### config.mk
export PLATFORM = sky130hd
export DESIGN_NAME = pc_fetch_ctrl
export DESIGN_NICKNAME = d
export VERILOG_FILES = /design/src/rtl/pc_fetch_ctrl.sv
export SDC_FILE = /design/constraint.sdc
export NUM_CORES = 1
export LEC_CHECK = 0
export CORE_MARGIN = 3
export CORE_UTILIZATION = 48
export DETAILED_ROUTE_END_ITERATION = 8
export GPL_ROUTABILITY_DRIVEN = 0
export PLACE_DENSITY = 0.75
export SYNTH_ARGS = -nofsm -noshare
export SYNTH_HDL_FRONTEND = slang
export SYNTH_SLANG_ARGS = --single-unit
### constraint.sdc
create_clock -name clk -period 5.9 [get_ports clk]
set_clock_uncertainty 0.15 [all_clocks]
set_input_delay 0.59 -clock clk [delete_from_list [all_inputs] [get_ports clk]]
set_output_delay 0.59 -clock clk [all_outputs]
set_load 0.05 [all_outputs]
### src/rtl/pc_fetch_ctrl.sv
// Program-counter sequencer: one outstanding imem fetch, one-entry skid buffer, branch flush.
// Optional feature macro PC_MISALIGN_TRAP_EN adds a sticky misalign flag and a TRAP state.
module pc_fetch_ctrl #(
  parameter logic [31:0] RESET_PC = 32'h0000_0000,
  parameter logic [31:0] PC_STEP  = 32'd4
) (
  input  logic        clk,
  input  logic        rst,
  input  logic        run_en,
  input  logic        branch_taken,
  input  logic [31:0] branch_target,
  output logic        imem_req,
  output logic [31:0] imem_addr,
  input  logic        imem_ack,
  input  logic [31:0] imem_rdata,
  output logic        instr_valid,
  output logic [31:0] instr_out,
  output logic [31:0] instr_pc,
  input  logic        stall,
  output logic        misalign
);

  // state   | meaning
  // IDLE    | no fetch outstanding
  // REQ     | fetch of pc outstanding
  // DISCARD | wrong-path fetch outstanding; its data is dropped, then pc <= redirect_pc
  // TRAP    | misaligned branch seen; halted until rst
  typedef enum logic [1:0] {
    S_IDLE    = 2'd0,
    S_REQ     = 2'd1,
    S_DISCARD = 2'd2
`ifdef PC_MISALIGN_TRAP_EN
    , S_TRAP  = 2'd3
`endif
  } state_t;

`ifdef PC_MISALIGN_TRAP_EN
  localparam state_t S_HALT = S_TRAP;
`else
  localparam state_t S_HALT = S_IDLE;
`endif

  state_t      state_q, state_d;
  logic [31:0] pc_q, pc_d;
  logic [31:0] redirect_q, redirect_d;
  logic        req_q, req_d;
  logic        out_valid_q, out_valid_d;
  logic [31:0] out_data_q, out_data_d;
  logic [31:0] out_pc_q, out_pc_d;
  logic        skid_valid_q, skid_valid_d;
  logic [31:0] skid_data_q, skid_data_d;
  logic [31:0] skid_pc_q, skid_pc_d;
  logic        trap_go;
`ifdef PC_MISALIGN_TRAP_EN
  logic        misalign_q, misalign_d;
`endif

  logic        consumed, out_free, slot_free, ack_keep;
  logic [31:0] tgt;

  always_comb begin
    state_d      = state_q;
    pc_d         = pc_q;
    redirect_d   = redirect_q;
    out_valid_d  = out_valid_q;
    out_data_d   = out_data_q;
    out_pc_d     = out_pc_q;
    skid_valid_d = skid_valid_q;
    skid_data_d  = skid_data_q;
    skid_pc_d    = skid_pc_q;

    consumed  = out_valid_q && !stall;
    out_free  = !out_valid_q || consumed;
    slot_free = !skid_valid_q && out_free;
    ack_keep  = (state_q == S_REQ) && imem_ack && !branch_taken;
    tgt       = branch_target & 32'hFFFF_FFFC;

`ifdef PC_MISALIGN_TRAP_EN
    misalign_d = misalign_q | (branch_taken & (branch_target[1:0] != 2'b00));
    trap_go    = misalign_d;
`else
    trap_go    = 1'b0;
`endif

    if (out_free) begin
      if (skid_valid_q) begin
        out_valid_d  = 1'b1;
        out_data_d   = skid_data_q;
        out_pc_d     = skid_pc_q;
        skid_valid_d = ack_keep;
        if (ack_keep) begin
          skid_data_d = imem_rdata;
          skid_pc_d   = pc_q;
        end
      end else if (ack_keep) begin
        out_valid_d = 1'b1;
        out_data_d  = imem_rdata;
        out_pc_d    = pc_q;
      end else begin
        out_valid_d = 1'b0;
      end
    end else if (ack_keep) begin
      skid_valid_d = 1'b1;
      skid_data_d  = imem_rdata;
      skid_pc_d    = pc_q;
    end

    // a taken branch always empties both entries, even under stall
    if (branch_taken) begin
      out_valid_d  = 1'b0;
      skid_valid_d = 1'b0;
    end

    case (state_q)
      S_IDLE: begin
        if (branch_taken) begin
          pc_d    = tgt;
          state_d = run_en ? S_REQ : S_IDLE;
        end else if (run_en && slot_free) begin
          state_d = S_REQ;
        end
      end
      S_REQ: begin
        if (imem_ack && branch_taken) begin
          pc_d    = tgt;
          state_d = run_en ? S_REQ : S_IDLE;
        end else if (imem_ack) begin
          pc_d    = pc_q + PC_STEP;
          state_d = (run_en && !skid_valid_d) ? S_REQ : S_IDLE;
        end else if (branch_taken) begin
          redirect_d = tgt;
          state_d    = S_DISCARD;
        end
      end
      S_DISCARD: begin
        if (imem_ack) begin
          pc_d    = branch_taken ? tgt : redirect_q;
          state_d = run_en ? S_REQ : S_IDLE;
        end else if (branch_taken) begin
          redirect_d = tgt;
        end
      end
      default: state_d = S_HALT;
    endcase

    // an outstanding fetch must drain before halting
    if (trap_go && state_d != S_DISCARD) state_d = S_HALT;

    req_d = (state_d == S_REQ) || (state_d == S_DISCARD);
  end

  always_ff @(posedge clk or posedge rst) begin
    if (rst) begin
      state_q      <= S_IDLE;
      pc_q         <= RESET_PC;
      redirect_q   <= RESET_PC;
      req_q        <= 1'b0;
      out_valid_q  <= 1'b0;
      out_data_q   <= 32'd0;
      out_pc_q     <= 32'd0;
      skid_valid_q <= 1'b0;
      skid_data_q  <= 32'd0;
      skid_pc_q    <= 32'd0;
`ifdef PC_MISALIGN_TRAP_EN
      misalign_q   <= 1'b0;
`endif
    end else begin
      state_q      <= state_d;
      pc_q         <= pc_d;
      redirect_q   <= redirect_d;
      req_q        <= req_d;
      out_valid_q  <= out_valid_d;
      out_data_q   <= out_data_d;
      out_pc_q     <= out_pc_d;
      skid_valid_q <= skid_valid_d;
      skid_data_q  <= skid_data_d;
      skid_pc_q    <= skid_pc_d;
`ifdef PC_MISALIGN_TRAP_EN
      misalign_q   <= misalign_d;
`endif
    end
  end

  assign imem_req    = req_q;
  assign imem_addr   = pc_q;
  assign instr_valid = out_valid_q;
  assign instr_out   = out_data_q;
  assign instr_pc    = out_pc_q;
`ifdef PC_MISALIGN_TRAP_EN
  assign misalign    = misalign_q;
`else
  assign misalign    = 1'b0;
`endif

endmodule
==> impl_metrics.toml, run 1 <==
[clock_network]
clk_pin_slew_ns = 0.08
ctsHoldBuffers = 0
cts_max_level = 4
cts_tree = "yes"
cts_setup_buffers = 0
clkLatencyLatePin_ns = 0.43
ctsResizeCount = 0
clockBufferDepth = 2
cts_sinks = 197
cts_made_buffers = 17
cts_root_buf = "clkbuf_16"

[logic_synthesis]
synth.area.mux_share = 0.2044
synth_warnings = 0
syn_nets = 964
synth-adder-area-share = 0.006457
synth.largest_area_cell = "dfrtp_1"
yosys.area.top_type_share = 0.5088
netlist_instances = 889
synth_cell_types = 65
synth_area_um2 = 9688
ys_seq_elements = 197
synth_xor_area_frac = 0.007232
synth-simple-area-share = 0.1014
ys_async_sr_fraction = 1.000
synth_compound_area_frac = 0.1329
synth_top_family_by_area = "multiplexers"
synthTopCellsByArea = "dfrtp_1 51%, mux2_2 13%, mux2i_1 7.5%"
yosysSeqAreaShare = 0.5088
ys.flop_type = "dfrtp_1"
avgSynthCellArea_um2 = 10.90
synth_edf_count = 0

[power]
ir_drop_mv = 0.3741
p_leak_nw = 5.063
powerDensity_nw_per_um2 = 564.7

[grt]
grt_pass1_vias = 7053
antenna_found_initial = 0
grt_pass1_wl_um = 37620
grt_max_degree = 118
grt_use_total = 0.2146
overflow = 0

[die]
dieArea_um2 = 21920
rows = 51
dieHeight_um = 148.1
initial_core_util = 0.4929
die_x_um = 148.1
boundaryPins = 169
coreArea_um2 = 19650

[worst_setup_path]
critPathMaxStageDelay_ns = 0.97
critPathRequiredTime_ns = 6.10
crit_arrival_ns = 3.32
crit_buf_inv = 1
crit_chain = "inv_1, ha_1, a21boi_1, o21ai_0, a2bb2oi_1, o32ai_1, a21oi_1"
crit_type = "reg2reg"
critPathTopFamily = "compound AO/OA/AOI/OAI gates"
critPathLaunchType = "register"
critPathSlowestCell = "a21boi_1"
reg2reg_depth = 7
cp_max_fo = 18
path_depth = 7
end_kind = "register"

[min_path]
min_path_type = "reg2reg"
whs_path_depth = 2

[drt]
viasPerCell = 5.638
ant_nets = 0
wire_per_inst_um = 18.13
dr.first_iter.drc_count = 478
drc = 0
wl_um = 23550
vias = 7324
firstDrtPassIters = 5

[status]
status = "complete, no violations"

[sta]
setup_violations = 0
rsz0062_at_grt = "no"
tightest_slew_ns = 1.108
slew_violations = 0
hold_viol = 0
setup_tns_ns = 0
fmax_mhz = 320.5
slew_headroom = 0.2599
min_period_over_period = 0.5289
min_period_ns = 3.121

[layout]
fin_area_um2 = 12060
final_nets = 1096
drive_gt1_frac = 0.1683
final_common_cell = "dfrtp_1"
n_antenna_cell = 0
final_cell_mix = "196 x dfrtp_1, 164 x clkdlybuf4s50_1, 111 x mux2_2"
area.growth.synth_to_final_pct = 24.53

[placed_design]
hpwl_um = 15790
port_buffers = 165
place_area_um2 = 11480

[flow_run]
cap_violations = 0
## stage by stage
step / std cells / hold slack (ns) / setup WS [ns] / power [mW] / util
2_1_floorplan: 889 / 0.2992 / 2.614 / 4.615 / -
3_3_place_gp: 1267 / 0.3108 / 2.514 / 5.588 / 0.5843
3_5_place_dp: 1267 / 0.3197 / 2.486 / 5.676 / 0.5843
4_1_cts: 1299 / 0.3356 / 2.803 / 6.836 / 0.6138
5_1_grt: 1299 / 0.3553 / 2.548 / 7.192 / 0.6138
6_report: 1299 / 0.3273 / 2.779 / 6.813 / 0.6138
## per-layer routing
layer	share of wire	global-route usage	routed length, µm
met1	0.46	0.3040	10770
met2	0.46	0.3377	10890
met3	0.058	0.03778	1367
met4	0.022	0.07252	512
met5	0	0	0
## logic make-up (layout without fill, tap and decap cells)
group / after synthesis / in the layout
AND/OR/NAND/NOR: 207 / 207
buffers and inverters: 79 / 224
AO/OA/AOI/OAI: 208 / 208
other: 1 / 1
flip-flops: 197 / 197
multiplexers: 184 / 184
adder cells (fa/ha/maj): 5 / 5
XOR/XNOR: 8 / 8
## area by class of cell
type                       count  area [µm²]
tap                          265       331.6
clock inverter                14       141.4
sequential                   197        4933
fill                        1662        7590
timing repair buffer         177        1749
clock buffer                  18       439.2
multi-input combinational    613        4409
inverter                      15       60.06
## cell usage after synthesis, types with 3 or more instances
master	number
a211oi_1	6
a21oi_1	25
a221o_1	5
a221oi_1	4
a22o_1	5
a22oi_1	8
a31oi_1	8
and2_1	3
and3_1	4
buf_1	8
buf_2	24
clkbuf_1	26
clkbuf_8	3
dfrtp_1	197
ha_1	5
inv_1	15
mux2_2	111
mux2i_1	73
nand2_1	99
nand3_1	10
nand4_1	12
nor2_1	45
nor2b_1	4
nor3_1	6
nor3_2	3
nor4_1	4
o211ai_1	3
o21a_1	4
o21ai_0	105
o2bb2ai_1	8
o31a_1	3
o31ai_1	3
o32ai_1	3
xnor2_1	3
xor2_1	5
## power breakdown
part | internal (mW) | leakage, nW | switching [mW]
Sequential | 1.93 | 2.51 | 0.503
Combinational | 1.21 | 2.26 | 2.02
Clock | 0.609 | 0.289 | 0.543
Total | 3.75 | 5.06 | 3.06
## tightest hold or removal path, stage by stage (launching register included)
cell and delay, ns:
dfrtp_1 0.34, nand2_1 0.05, o21ai_0 0.06
## final timing paths
path                                    start             end  slack, ns
worst min register to register  instr_out[29]   instr_out[29]       0.33
min in group asynchronous                 rst    instr_pc[15]       0.51
max in group asynchronous                 rst  skid_data_q[9]       4.23
worst max register to register     state_q[1]    imem_addr[7]       2.78
worst min-delay path            instr_out[29]   instr_out[29]       0.33
worst max-delay path               state_q[1]    imem_addr[7]       2.78
## state kept, by name (all words and copies together) (netlist names)
register,count
instr_pc,32
skid_data_q,32
instr_out,32
skid_valid_q,1
imem_addr,32
imem_req,1
state_q,2
skid_pc_q,32
instr_valid,1
redirect_q,32
No activity file was read; power rests on OpenSTA's default activity.
==> inputs of run 2 (changes only) <==
==> constraint.sdc (replaced) <==
create_clock -name clk -period 2.63 [get_ports clk]
set_clock_uncertainty 0.15 [all_clocks]
set_input_delay 0.263 -clock clk [delete_from_list [all_inputs] [get_ports clk]]
set_output_delay 0.263 -clock clk [all_outputs]
set_load 0.05 [all_outputs]
==> run 2 against run 1 <==
  * Sequential share of layout area decreased by 1.3 points
  * Critical endpoint is now imem_addr[13]
  * Critical path type unchanged
  * Global-route usage is 0.70 points higher
  * Non-clock buffer count is 33 higher
  * Combinational power increased by 140%
  * Fmax up 28%
  * Largest power group unchanged
==> impl_metrics.toml, run 2 (same netlist as run 1, synthesis figures left out) <==
[layout]
area.growth.synth_to_final_pct = 28.52
final_cell_mix = "196 x dfrtp_1, 164 x clkdlybuf4s50_1, 111 x mux2_2"
n_antenna_cell = 0
drive_gt1_frac = 0.1940
final_nets = 1129
fill_cells = 1616
final_common_cell = "dfrtp_1"
final_core_util = 0.6335
multi_input_area_um2 = 4409
ff_latch_area_um2 = 4933

[sta]
min_period_ns = 2.445
tightest_slew_ns = 0.7171
fmax_mhz = 408.9
min_period_over_period = 0.9298
rsz0062_at_grt = "no"
setup_violations = 0
hold_viol = 0
slew_violations = 0
slew_headroom = 0.5220

[die]
dieHeight_um = 148.1
boundaryPins = 169
rows = 51
initial_core_util = 0.4929
coreArea_um2 = 19650
die_x_um = 148.1
dieArea_um2 = 21920

[placed_design]
hpwl_um = 16810
port_buffers = 165

[clock_network]
cts_made_buffers = 17
clkLatencyLatePin_ns = 0.43
cts_sinks = 197
cts_max_level = 4
cts_root_buf = "clkbuf_16"
cts_setup_buffers = 0
ctsHoldBuffers = 0
clk_pin_slew_ns = 0.08
clockBufferDepth = 2
cts_tree = "yes"
ctsResizeCount = 0

[drt]
ant_nets = 0
vias = 7616
viasPerCell = 5.718
dr.first_iter.drc_count = 552
drc = 0
wl_um = 24150
firstDrtPassIters = 5
wire_per_inst_um = 18.13

[worst_setup_path]
crit_chain = "inv_1, ha_1, buf_4, nand2_1, nor2_1, a221o_1, o21ai_0, a21oi_1"
critPathMaxStageDelay_ns = 0.41
critPathLaunchType = "register"
critPathRequiredTime_ns = 2.83
end_kind = "register"
crit_arrival_ns = 2.65
cp_max_fo = 20
crit_type = "reg2reg"
critPathSlowestCell = "dfrtp_1"

[grt]
grt_pass1_wl_um = 39160
overflow = 0
antenna_found_initial = 0
grt_pass1_vias = 7256
grt_max_degree = 77
grt_use_total = 0.2217

[status]
status = "complete, no violations"

[power]
p_total_mw = 15.73
p_leak_nw = 5.267
powerDensity_nw_per_um2 = 1264
ir_drop_mv = 0.6935

[min_path]
min_path_type = "in2async"

[flow_run]
cap_violations = 0
==> run 2: changes by cell type in the layout (fill, tap and decap cells not counted), moves of 2 or more <==
cell        change
clkinv_2        -2
buf_4          +25
clkinv_8        +2
clkinvlp_4      +2
inv_6           -2
buf_12          +8
==> run 2: routing by layer <==
metal / GRT usage / wire length (µm) / vias up
met5: 0 / 0 / -
met4: 0.04988 / 303 / 0
met3: 0.04449 / 1609 / 27
met2: 0.3537 / 11420 / 322
met1: 0.3171 / 10820 / 3737
li1: - / - / 3530
==> run 2: layout make-up <==
| class | instances | share of cell area |
|---|---|---|
| sequential | 197 | 0.3962 |
| multi-input combinational | 613 | 0.3541 |
| clock inverter | 15 | 0.01558 |
| timing repair buffer | 210 | 0.1684 |
| tap | 265 | 0.02663 |
| clock buffer | 17 | 0.03417 |
| inverter | 15 | 0.004824 |
==> run 2: path summary, 6_finish.rpt <==
| kind | start | to | slack (ns) | cells after the start |
|---|---|---|---|---|
| worst max-delay path | state_q[0] | imem_addr[13] | 0.18 | 8 |
| worst min-delay path | rst | skid_data_q[0] | 0.04 | 2 |
| worst max register to register | state_q[0] | imem_addr[13] | 0.18 | 8 |
| worst min register to register | instr_pc[29] | instr_pc[29] | 0.33 | 2 |
| max in group asynchronous | rst | imem_addr[15] | 1.53 | 3 |
| min in group clk | imem_rdata[21] | skid_data_q[21] | 0.32 | 2 |
==> run 2: stage by stage <==
stage / area, µm² / TNS [ns] / worst slack [ns] / instances / hold slack (ns)
6_report: 12450 / 0 / 0.1847 / 1332 / 0.03674
5_1_grt: 12450 / 0 / 0.06248 / 1332 / 0.06390
4_1_cts: 12450 / 0 / 0.2504 / 1332 / 0.03409
3_5_place_dp: 11830 / 0 / 0.2737 / 1300 / 0.3192
3_3_place_gp: 11830 / 0 / 0.2837 / 1300 / 0.3108
2_1_floorplan: 9692 / -64.89 / -0.3294 / 889 / 0.2529
==> run 2: where the power goes <==
part | internal [mW] | switching, mW
clock | 1.45 | 1.25
sequential | 4.34 | 0.961
combinational | 2.96 | 4.77
==> run 2: worst max-delay path: cells and delay by family (launching register included) <==
kind	cells	cell delay, ns
and+or+nand+nor	2	0.55
DFF	1	0.41
buffers and inverters	2	0.37
adders and majority gates	1	0.36
AOI/OAI and AO/OA	3	0.53
==> inputs of run 3 (changes only) <==
--- a/config.mk
+++ b/config.mk
@@ -5,6 +5,7 @@
 export SDC_FILE = /design/constraint.sdc
 export NUM_CORES = 1
 export LEC_CHECK = 0
+export CAP_MARGIN = 10
 export CORE_MARGIN = 3
 export CORE_UTILIZATION = 48
 export DETAILED_ROUTE_END_ITERATION = 8
==> results of run 3 <==
No change in the layout: final DEF, timing and power equal those of run 2.
